`config.mk`:
```
export PLATFORM = sky130hd
export DESIGN_NAME = decode_opc_phase1
export DESIGN_NICKNAME = d
export VERILOG_FILES = /design/src/rtl/decode_opc_phase1_pkg.sv /design/src/rtl/decode_opc_phase1_classify.sv /design/src/rtl/decode_opc_phase1.sv
export SDC_FILE = /design/constraint.sdc
export NUM_CORES = 1
export LEC_CHECK = 0
export CORE_MARGIN = 4
export CORE_UTILIZATION = 50
export DETAILED_ROUTE_END_ITERATION = 16
export PLACE_DENSITY = 0.79
export SLEW_MARGIN = 25
export SYNTH_ARGS = -nofsm -noshare
export SYNTH_HDL_FRONTEND = slang
export SYNTH_SLANG_ARGS = --single-unit
```
`constraint.sdc`:
```
create_clock -name clk -period 3.1 [get_ports clk]
set_clock_uncertainty 0.1 [all_clocks]
set_input_delay 0.62 -clock clk [delete_from_list [all_inputs] [get_ports clk]]
set_output_delay 0.62 -clock clk [all_outputs]
set_load 0.005 [all_outputs]
```
`src/rtl/decode_opc_phase1_pkg.sv`:
```
// decode_opc_phase1 shared constants
// prefix/escape codes, error codes, FSM states
package decode_opc_phase1_pkg;

  localparam logic [7:0] PFX_OPSIZE = 8'h66;
  localparam logic [7:0] PFX_REP_F3 = 8'hF3;
  localparam logic [7:0] PFX_REP_F2 = 8'hF2;
  localparam logic [7:0] PFX_LOCK   = 8'hF0;
  localparam logic [7:0] PFX_ES     = 8'h26;
  localparam logic [7:0] PFX_CS     = 8'h2E;
  localparam logic [7:0] PFX_SS     = 8'h36;
  localparam logic [7:0] PFX_DS     = 8'h3E;
  localparam logic [7:0] PFX_FS     = 8'h64;
  localparam logic [7:0] PFX_GS     = 8'h65;

  localparam logic [7:0] ESC_0F = 8'h0F;
  localparam logic [7:0] ESC_38 = 8'h38;
  localparam logic [7:0] ESC_3A = 8'h3A;

  localparam logic [1:0] ERR_OK    = 2'b00;
  localparam logic [1:0] ERR_TRUNC = 2'b01;
  localparam logic [1:0] ERR_LONG  = 2'b10;
  localparam logic [1:0] ERR_ESC   = 2'b11;

  localparam logic [1:0] REP_NONE = 2'b00;
  localparam logic [1:0] REP_F3   = 2'b01;
  localparam logic [1:0] REP_F2   = 2'b10;

  localparam logic [2:0] PK_NONE   = 3'd0;
  localparam logic [2:0] PK_OPSIZE = 3'd1;
  localparam logic [2:0] PK_REP_F3 = 3'd2;
  localparam logic [2:0] PK_REP_F2 = 3'd3;
  localparam logic [2:0] PK_LOCK   = 3'd4;
  localparam logic [2:0] PK_SEG    = 3'd5;

  localparam logic [3:0] CNT_MAX  = 4'd15;
  localparam logic [3:0] BODY_MAX = 4'd9;

  typedef enum logic [2:0] {
    S_PFX   = 3'd0,
    S_ESC   = 3'd1,
    S_BODY  = 3'd2,
    S_DRAIN = 3'd3,
    S_OUT   = 3'd4
  } state_t;

endpackage

```
`src/rtl/decode_opc_phase1_classify.sv`:
```
// decode_prefix_classify: combinational byte classifier
// reports prefix kind, segment code and escape
module decode_prefix_classify
  import decode_opc_phase1_pkg::*;
(
  input  logic [7:0] data,
  output logic       is_prefix,
  output logic [2:0] kind,
  output logic [2:0] seg,
  output logic       is_escape
);

  always_comb begin
    kind = PK_NONE;
    seg  = 3'd0;
    unique case (1'b1)
      data == PFX_OPSIZE: kind = PK_OPSIZE;
      data == PFX_REP_F3: kind = PK_REP_F3;
      data == PFX_REP_F2: kind = PK_REP_F2;
      data == PFX_LOCK:   kind = PK_LOCK;
      data == PFX_ES: begin kind = PK_SEG; seg = 3'd1; end
      data == PFX_CS: begin kind = PK_SEG; seg = 3'd2; end
      data == PFX_SS: begin kind = PK_SEG; seg = 3'd3; end
      data == PFX_DS: begin kind = PK_SEG; seg = 3'd4; end
      data == PFX_FS: begin kind = PK_SEG; seg = 3'd5; end
      data == PFX_GS: begin kind = PK_SEG; seg = 3'd6; end
      default: ;
    endcase
  end

  assign is_prefix = kind != PK_NONE;
  assign is_escape = data == ESC_0F;

endmodule

```
`src/rtl/decode_opc_phase1.sv`:
```
// decode_opc_phase1: strips prefixes/escape from the byte
// stream and assembles up to 9 body bytes per instruction
module decode_opc_phase1
  import decode_opc_phase1_pkg::*;
(
  input  logic        clk,
  input  logic        rst_n,
  input  logic [7:0]  in_byte,
  input  logic        in_valid,
  input  logic        in_last,
  output logic        in_ready,
  output logic [71:0] unescaped_instr,
  output logic        is_2byte,
  output logic        pfx_opsize,
  output logic [1:0]  pfx_rep,
  output logic        pfx_lock,
  output logic [2:0]  pfx_seg,
  output logic        out_valid,
  input  logic        out_ready,
  output logic [1:0]  err
);

  state_t      st_q, st_d;
  logic [71:0] instr_q;
  logic        two_q, opsz_q, lock_q;
  logic [1:0]  rep_q, err_q, new_err;
  logic [2:0]  seg_q, pk, pseg;
  logic [3:0]  cnt_q, bidx_q;
  logic        is_pfx, is_esc, esc_bad;
  logic        acc, too_long;

  decode_prefix_classify u_cls (
    .data      (in_byte),
    .is_prefix (is_pfx),
    .kind      (pk),
    .seg       (pseg),
    .is_escape (is_esc)
  );

  assign in_ready  = st_q != S_OUT;
  assign out_valid = st_q == S_OUT;
  assign acc       = in_valid & in_ready;
  assign esc_bad   = (in_byte == ESC_38) | (in_byte == ESC_3A);
  assign too_long  = (cnt_q == CNT_MAX) |
                     ((st_q == S_BODY) & (bidx_q == BODY_MAX));

  // once draining, the first error code sticks
  always_comb begin
    new_err = ERR_OK;
    if (st_q != S_DRAIN && st_q != S_OUT) begin
      if (too_long)
        new_err = ERR_LONG;
      else if (st_q == S_PFX && (is_pfx | is_esc) && in_last)
        new_err = ERR_TRUNC;
      else if (st_q == S_ESC && esc_bad)
        new_err = ERR_ESC;
    end
  end

  always_comb begin
    st_d = st_q;
    unique case (st_q)
      S_PFX, S_ESC, S_BODY: begin
        if (acc) begin
          if (in_last)
            st_d = S_OUT;
          else if (new_err != ERR_OK)
            st_d = S_DRAIN;
          else if (st_q != S_PFX)
            st_d = S_BODY;
          else if (is_esc)
            st_d = S_ESC;
          else if (!is_pfx)
            st_d = S_BODY;
        end
      end
      S_DRAIN: if (acc && in_last) st_d = S_OUT;
      S_OUT:   if (out_ready) st_d = S_PFX;
      default: st_d = S_PFX;
    endcase
  end

  always_ff @(posedge clk or negedge rst_n) begin
    if (!rst_n) st_q <= S_PFX;
    else        st_q <= st_d;
  end

  always_ff @(posedge clk or negedge rst_n) begin
    if (!rst_n) begin
      instr_q <= '0;
      two_q   <= 1'b0;
      opsz_q  <= 1'b0;
      rep_q   <= REP_NONE;
      lock_q  <= 1'b0;
      seg_q   <= 3'd0;
      err_q   <= ERR_OK;
      cnt_q   <= 4'd0;
      bidx_q  <= 4'd0;
    end else if (st_q == S_OUT) begin
      if (out_ready) begin
        instr_q <= '0;
        two_q   <= 1'b0;
        opsz_q  <= 1'b0;
        rep_q   <= REP_NONE;
        lock_q  <= 1'b0;
        seg_q   <= 3'd0;
        err_q   <= ERR_OK;
        cnt_q   <= 4'd0;
        bidx_q  <= 4'd0;
      end
    end else if (acc) begin
      if (cnt_q != CNT_MAX) cnt_q <= cnt_q + 4'd1;
      if (new_err != ERR_OK) err_q <= new_err;
      if (st_q != S_DRAIN && !too_long) begin
        unique case (st_q)
          S_PFX: begin
            if (is_esc) begin
              two_q <= 1'b1;
            end else if (is_pfx) begin
              unique case (pk)
                PK_OPSIZE: opsz_q <= 1'b1;
                PK_REP_F3: rep_q  <= REP_F3;
                PK_REP_F2: rep_q  <= REP_F2;
                PK_LOCK:   lock_q <= 1'b1;
                PK_SEG:    seg_q  <= pseg;
                default: ;
              endcase
            end else begin
              instr_q[7:0] <= in_byte;
              bidx_q       <= 4'd1;
            end
          end
          S_ESC: begin
            if (!esc_bad) begin
              instr_q[7:0] <= in_byte;
              bidx_q       <= 4'd1;
            end
          end
          S_BODY: begin
            instr_q[{bidx_q, 3'b000} +: 8] <= in_byte;
            bidx_q <= bidx_q + 4'd1;
          end
          default: ;
        endcase
      end
    end
  end

  assign unescaped_instr = instr_q;
  assign is_2byte        = two_q;
  assign pfx_opsize      = opsz_q;
  assign pfx_rep         = rep_q;
  assign pfx_lock        = lock_q;
  assign pfx_seg         = seg_q;
  assign err             = err_q;

endmodule

```
# Word level (Yosys, flattened, before mapping)
# Index checks and enable logic that the tools add are counted.
[word_totals]
latch_bits = 0
out_inout_bits = 84
ramBits = 0
n_memories = 0
input_bits = 13
reg_bits = 93
mem_bits_ro = 0
[classes]
n_div = 0
n_lt_le_gt_ge = 0
shift = 2
n_eq_ne = 35
multipliers = 0
mux = 74
bitwise_logic = 5
addsub = 3
reduce_logical = 36
[op_table]
columns = ["cell", "count"]
rows = [
  ["2-to-1 mux 72 bit", 4],
  ["bitwise mux 72 bit", 1],
  ["variable shift 8 x 9 -> 72 bit (first input constant)", 1],
  ["variable part select 8 x 9 -> 72 bit", 1],
  ["2-to-1 mux 64 bit", 1],
  ["equality test 8 x 6 -> 1 bit (second input constant)", 6],
  ["2-to-1 mux 3 bit", 15],
  ["2-to-1 mux 4 bit", 10],
  ["AND reduction 7 bit", 5],
  ["2-to-1 mux 2 bit", 14],
  ["equality test 8 x 7 -> 1 bit (second input constant)", 3],
  ["equality test 8 bit (second input constant)", 3],
  ["2-to-1 mux 8 bit", 3],
  ["one-hot mux 8 bit (3 select lines)", 1],
  ["nonzero test 2 bit", 12],
  ["2-to-1 mux 1 bit", 20],
  ["one-hot mux 3 bit (6 select lines)", 1],
  ["one-hot mux 3 bit (5 select lines)", 1],
  ["equality test 3 x 2 -> 1 bit (second input constant)", 4],
  ["!= test 3 bit (second input constant)", 4],
  ["one-hot mux 4 bit (3 select lines)", 1],
  ["equality test 3 bit (second input constant)", 3],
  ["negation 7 -> 9 bit", 1],
  ["one-hot mux 3 bit (3 select lines)", 1],
  ["22 further kinds", 39],
]

# Logic depth before layout (Yosys ltp)
[logic_depth]
depth_word = 15
depth_mapped = 11
mapped_depth_nobuf = 8

# Modules after synthesis
# Synthesis repeated with hierarchy kept, for this count alone.
[hier_totals]
hier_cells = 505
area_unflattened_um2 = 4639.4
[modules_own_cells]
columns = ["module", "instances", "area_per_inst_um2", "cells_each"]
rows = [
  ["decode_opc_phase1", 1, 4424.2, 468],
  ["decode_prefix_classify", 1, 215.2, 37],
]

# Worst setup path after synthesis
# Ideal clock, no wire load.
[synth_timing]
kind = "register to register"
start = "register bidx_q[0]"
end = "register instr_q[1] (netlist: unescaped_instr[1])"
path_stages_with_launch = 9
period_less_slack_ns = 2.356
setup_slack_ns = 0.744
setup_ns = 0.110
arrival_time_ns = 2.146
required_ns = 2.890
path_cell_list = "dfrtp_1 > inv_1 > ha_1 > clkbuf_1 > nor2_1 > a31oi_1 > a211o_1 > o21ai_0 > o41ai_1"
[synth_via]
elab_chain_cells = 7
elab_cells_between_ends = 15
classes_between = "add/sub (1); eq/ne (1); shift (2); mux (5); bitwise (2); reduce/logical (4)"
[synth_lines]
columns = ["item", "line_no", "source"]
rows = [
  ["start, declared", "decode_opc_phase1.sv:28", "logic [3:0] cnt_q, bidx_q;"],
  ["start signal, assigned", "decode_opc_phase1.sv:141", "bidx_q <= bidx_q + 4'd1;"],
  ["negation 7 -> 9 bit / equality test 4 bit (equally long branches)", "decode_opc_phase1.sv:140, decode_opc_phase1.sv:45", ""],
  ["variable part select 8 x 9 -> 72 bit (tied with other cells)", "decode_opc_phase1.sv:140", "instr_q[{bidx_q, 3'b000} +: 8] <= in_byte;"],
  ["bitwise mux 72 bit / OR 1 bit (equally long branches)", "decode_opc_phase1.sv:140, decode_opc_phase1.sv:44", ""],
  ["one-hot mux 8 bit (3 select lines) / logical NOT 1 bit (equally long branches)", "decode_opc_phase1.sv:115, decode_opc_phase1.sv:114", ""],
  ["2-to-1 mux 72 bit / logical AND 1 bit (equally long branches)", "decode_opc_phase1.sv:114", "if (st_q != S_DRAIN && !too_long) begin"],
  ["2-to-1 mux 72 bit / nonzero test 2 bit (equally long branches)", "--", ""],
  ["2-to-1 mux 72 bit / AND reduction 7 bit (equally long branches)", "--", ""],
  ["end signal, assigned", "decode_opc_phase1.sv:129", "instr_q[7:0] <= in_byte;"],
  ["end signal, assigned", "decode_opc_phase1.sv:135", "instr_q[7:0] <= in_byte;"],
  ["end signal, assigned by index", "decode_opc_phase1.sv:140", ""],
  ["end, declared", "decode_opc_phase1.sv:24", "logic [71:0] instr_q;"],
]
# Parallel ways exist; a longest one is shown, timed or not. The select of a mux whose other input is x is not followed.
# A chain may end at the register's enable or synchronous reset.

# Final worst setup path
[layout_timing]
start = "register st_q[2]"
end = "output in_ready"
[layout_via]
elab_chain_cells = 1
[layout_lines]
columns = ["item", "line_no", "source"]
rows = [
  ["start, declared", "decode_opc_phase1.sv:23", "state_t st_q, st_d;"],
  ["start signal, assigned", "decode_opc_phase1.sv:85", "else st_q <= st_d;"],
  ["!= test 3 bit", "decode_opc_phase1.sv:40", "assign in_ready = st_q != S_OUT;"],
  ["end, declared", "decode_opc_phase1.sv:11", "output logic in_ready,"],
]
# No other way between the ends.

==> impl_summary.log <==
INFO  metric timing.critical_path.slowest_stage_cell = dfrtp_1
INFO  metric antenna_violating_nets_post_route = 0
INFO  metric die-height = 101 microns
INFO  metric path_cells = nor3b_2 -> buf_4 -> clkinv_1 -> clkdlybuf4s50_1
INFO  metric syn_avg_cell_area = 10.7 sq um
INFO  metric synth-edff-count = 0
INFO  metric clock-root-buffer = clkbuf_8
INFO  metric drt-total-wl = 12.1 mm
INFO  metric drc = 0
INFO  metric number_of_distinct_library_cells_after_synthesis = 58
INFO  metric htreeDepth = 3
INFO  metric achievable_clock_frequency = 363 MHz
INFO  metric power.ir.vdd_worst = 0.000312 V
INFO  metric clk-insertion-delay-late = 0.36 ns
INFO  metric fin_crit_sh = 88.8%
INFO  metric global_route.overflow_total = 0
INFO  metric cts_repair_resize_count = 0
INFO  metric detailed_place_hpwl = 8.77 mm
INFO  metric fp-row-count = 33
INFO  metric slew-limit-headroom = 54.9%
INFO  metric finish.instance_area = 5750 sq um
INFO  metric grt_setup_unrepaired = false
INFO  metric ys_ff_latch = 93
INFO  metric timing.final.setup_violations = 0
INFO  metric finalWorstPathRequiredPeriod = 2.75 ns
INFO  metric switching_share = 33.3%
INFO  metric yosysWarningCount = 0
INFO  metric die_area = 10300 sq um
INFO  metric grt_use_total = 24.6%
INFO  metric finalPower = 3.75 mW
INFO  metric p_leak = 2.55 nW
INFO  metric final_cells = 625
INFO  metric run_status = finished, final reports clean
INFO  metric pre_cts_ws = 0.107 ns
INFO  metric gp_congestion = 1.03
INFO  metric synth.yosys.seq_area_share = 53.2%
INFO  metric finalHoldViolCount = 0
INFO  metric postSynthNetCount = 425
INFO  metric place.detailed.instances = 610
INFO  metric grt_first_pass_wirelength = 20.0 mm
INFO  metric path_clk_slew = 0.10 ns
INFO  metric critPathMaxFanout = 16
INFO  metric regToRegSetupSlack = 0.43 ns
INFO  metric type_of_the_tightest_min_delay_check = in2async
INFO  metric critPathCaptureType = primary output
INFO  metric whs = 0.198 ns
INFO  metric max_cap_viol = 0
INFO  metric launch_instance_of_the_worst_register_to_register_path = bidx_q[1]
INFO  metric core-area = 8340 sq um
INFO  metric io_pins = 97
INFO  metric drtPass1Iterations = 5
INFO  metric final-seq-area = 2330 sq um
INFO  metric timing_worst_setup_path_type = reg2out
INFO  metric hold_buffers = 0
INFO  metric multi_input_combinational_cell_area = 1860 sq um
INFO  metric chipWidth = 101 microns
INFO  metric inserted_clock_buffers = 9
INFO  metric grt_antenna_before_repair = 0
INFO  metric tritoncts_num_sinks = 93
INFO  metric first_global_vias = 3818
INFO  metric initial_utilization = 52.4%
INFO  metric power.share.combinational = 34.1%
INFO  metric synth-main-ff-cell = dfrtp_1
INFO  metric filler_cell_count = 635
INFO  metric ys_async_rst_share = 100%
INFO  metric insertedDiodeCount = 0
INFO  metric fin_tns_setup = 0 ns
INFO  metric max_stage_delay = 0.63 ns
INFO  metric postCtsSetupBuffers = 0
INFO  metric port_buffers = 96
INFO  metric cts_buffer_depth = 2
INFO  metric report.final.slew_viol_count = 0
INFO  metric final_net_count = 534
INFO  metric tightest_slew = 0.677 ns
INFO  metric switching_power = 1.25 mW
INFO  metric critical_path.startpoint = st_q[2]
INFO  metric proportion_of_power_drawn_by_flip_flops_and_latches = 44.0%
INFO  metric internal_power = 2.50 mW
INFO  metric worstSetupStartpointType = flip-flop
INFO  metric worst-endpoint-arrival = 2.03 ns
INFO  metric synthCells = 407
INFO  metric worst-endpoint-required = 2.38 ns
INFO  metric cts_tree = yes
INFO  metric layout.core_utilization = 68.9%
INFO  metric wl_cell = 19.4 microns
INFO  metric routed_via_density = 6.07
INFO  metric area_growth_from_synthesis_to_final_layout = 31.5%
INFO  metric post_synthesis_cell_area = 4370 sq um
INFO  metric post_route_cells_drive_above_1_share = 12.1%
INFO  metric pwr-share-clk = 21.9%
INFO  metric drt_iter0_drc = 252
INFO  metric largest_net_degree_at_the_start_of_global_routing = 53
INFO  metric via_count = 3794
INFO  metric final_critical_path_setup_slack = 0.347 ns
INFO  metric detailed_place.area = 5550 sq um
INFO  metric power-per-cell-area = 653 nW/um^2
==> power groups by stage <==
stage / logic [mW] / registers (mW) / clock network [mW]
floorplan: 0.710 / 1.61 / 0
global placement: 1.25 / 1.67 / 0
detailed placement: 1.28 / 1.67 / 0
CTS: 1.28 / 1.65 / 0.826
global route: 1.41 / 1.68 / 0.875
finish: 1.28 / 1.65 / 0.823
==> final cells by class <==
| type | instances | share of cell area, % |
|---|---|---|
| repair buffers | 127 | 20.9 |
| well taps | 105 | 2.29 |
| clock buffers | 9 | 2.15 |
| inverters | 7 | 0.457 |
| multi-input cells | 278 | 32.4 |
| clock inverters | 6 | 1.26 |
| flip-flops and latches | 93 | 40.5 |
==> registers in the layout, summed over array words and instances (netlist names) <==
| signal | count |
|---|---|
| unescaped_instr | 72 |
| bidx_q | 4 |
| cnt_q | 4 |
| pfx_seg | 3 |
| st_q | 3 |
| err | 2 |
| pfx_rep | 2 |
| is_2byte | 1 |
| pfx_lock | 1 |
| pfx_opsize | 1 |
==> logic make-up (layout without fill, tap and decap cells) <==
family | after synthesis | after routing | share of synthesized area, %
AOI/OAI and AO/OA | 139 | 139 | 23.8
and+or+nand+nor | 125 | 125 | 15.5
DFF | 93 | 93 | 53.2
buffers and inverters | 36 | 149 | 4.12
xor gates and xnor gates | 6 | 6 | 1.20
adders and majority gates | 5 | 5 | 1.43
muxes | 3 | 3 | 0.687
==> metal layers <==
metal / vias to the layer above / track usage, % / part of all wire, %
li1: 1731 / - / -
met1: 1867 / 35.6 / 45
met2: 174 / 37.9 / 47
met3: 22 / 3.58 / 5.9
met4: 0 / 9.10 / 2.2
met5: - / 0 / 0
==> placed cells by master, fill, tap and decap left out, types with 3 or more instances in the layout <==
cell type / count
nand3_1: 16
a22o_1: 56
a21oi_1: 10
o21ai_0: 28
mux2i_1: 3
a21o_1: 4
clkinvlp_4: 3
nor2_1: 22
nor3_1: 3
o211ai_1: 3
nor2_2: 3
nand2_1: 42
nor3b_1: 3
nand4_1: 6
clkbuf_8: 9
clkdlybuf4s50_1: 95
and3_1: 4
buf_4: 31
xor2_1: 5
inv_1: 6
dfrtp_1: 93
o21ai_2: 3
nor2b_1: 4
ha_1: 5
a32o_1: 3
o21a_1: 3
o22ai_1: 3
o31ai_1: 10
a31oi_1: 4
==> worst paths after layout <==
check                                      end  cells after the start
max                                   in_ready                      4
min                         unescaped_instr[5]                      1
max reg2reg                 unescaped_instr[1]                      8
min reg2reg                unescaped_instr[49]                      1
max in group asynchronous  unescaped_instr[61]                      2
min in group clk           unescaped_instr[49]                      1
==> worst max-delay path: cells and delay by family, from the launching register on <==
family | cells | cell delay (ns)
buf+inv | 3 | 0.76
flops | 1 | 0.63
simple gates | 1 | 0.28
==> synth_stat cells, types with 4 or more instances <==
cell type | n | area [sq um]
nor2b_1 | 4 | 25.0
nand3_1 | 16 | 80.1
clkbuf_1 | 18 | 67.6
a22o_1 | 56 | 490
and3_1 | 4 | 25.0
a21o_1 | 4 | 30.0
o21ai_0 | 28 | 140
ha_1 | 5 | 62.6
nand4_1 | 6 | 37.5
buf_6 | 5 | 56.3
dfrtp_1 | 93 | 2330
inv_1 | 6 | 22.5
a31oi_1 | 4 | 25.0
a21oi_1 | 10 | 50.1
xor2_1 | 5 | 43.8
o31ai_1 | 10 | 75.1
buf_2 | 6 | 30.0
nand2_1 | 42 | 158
nor2_1 | 22 | 82.6
Power figures use the tool's default switching activity.
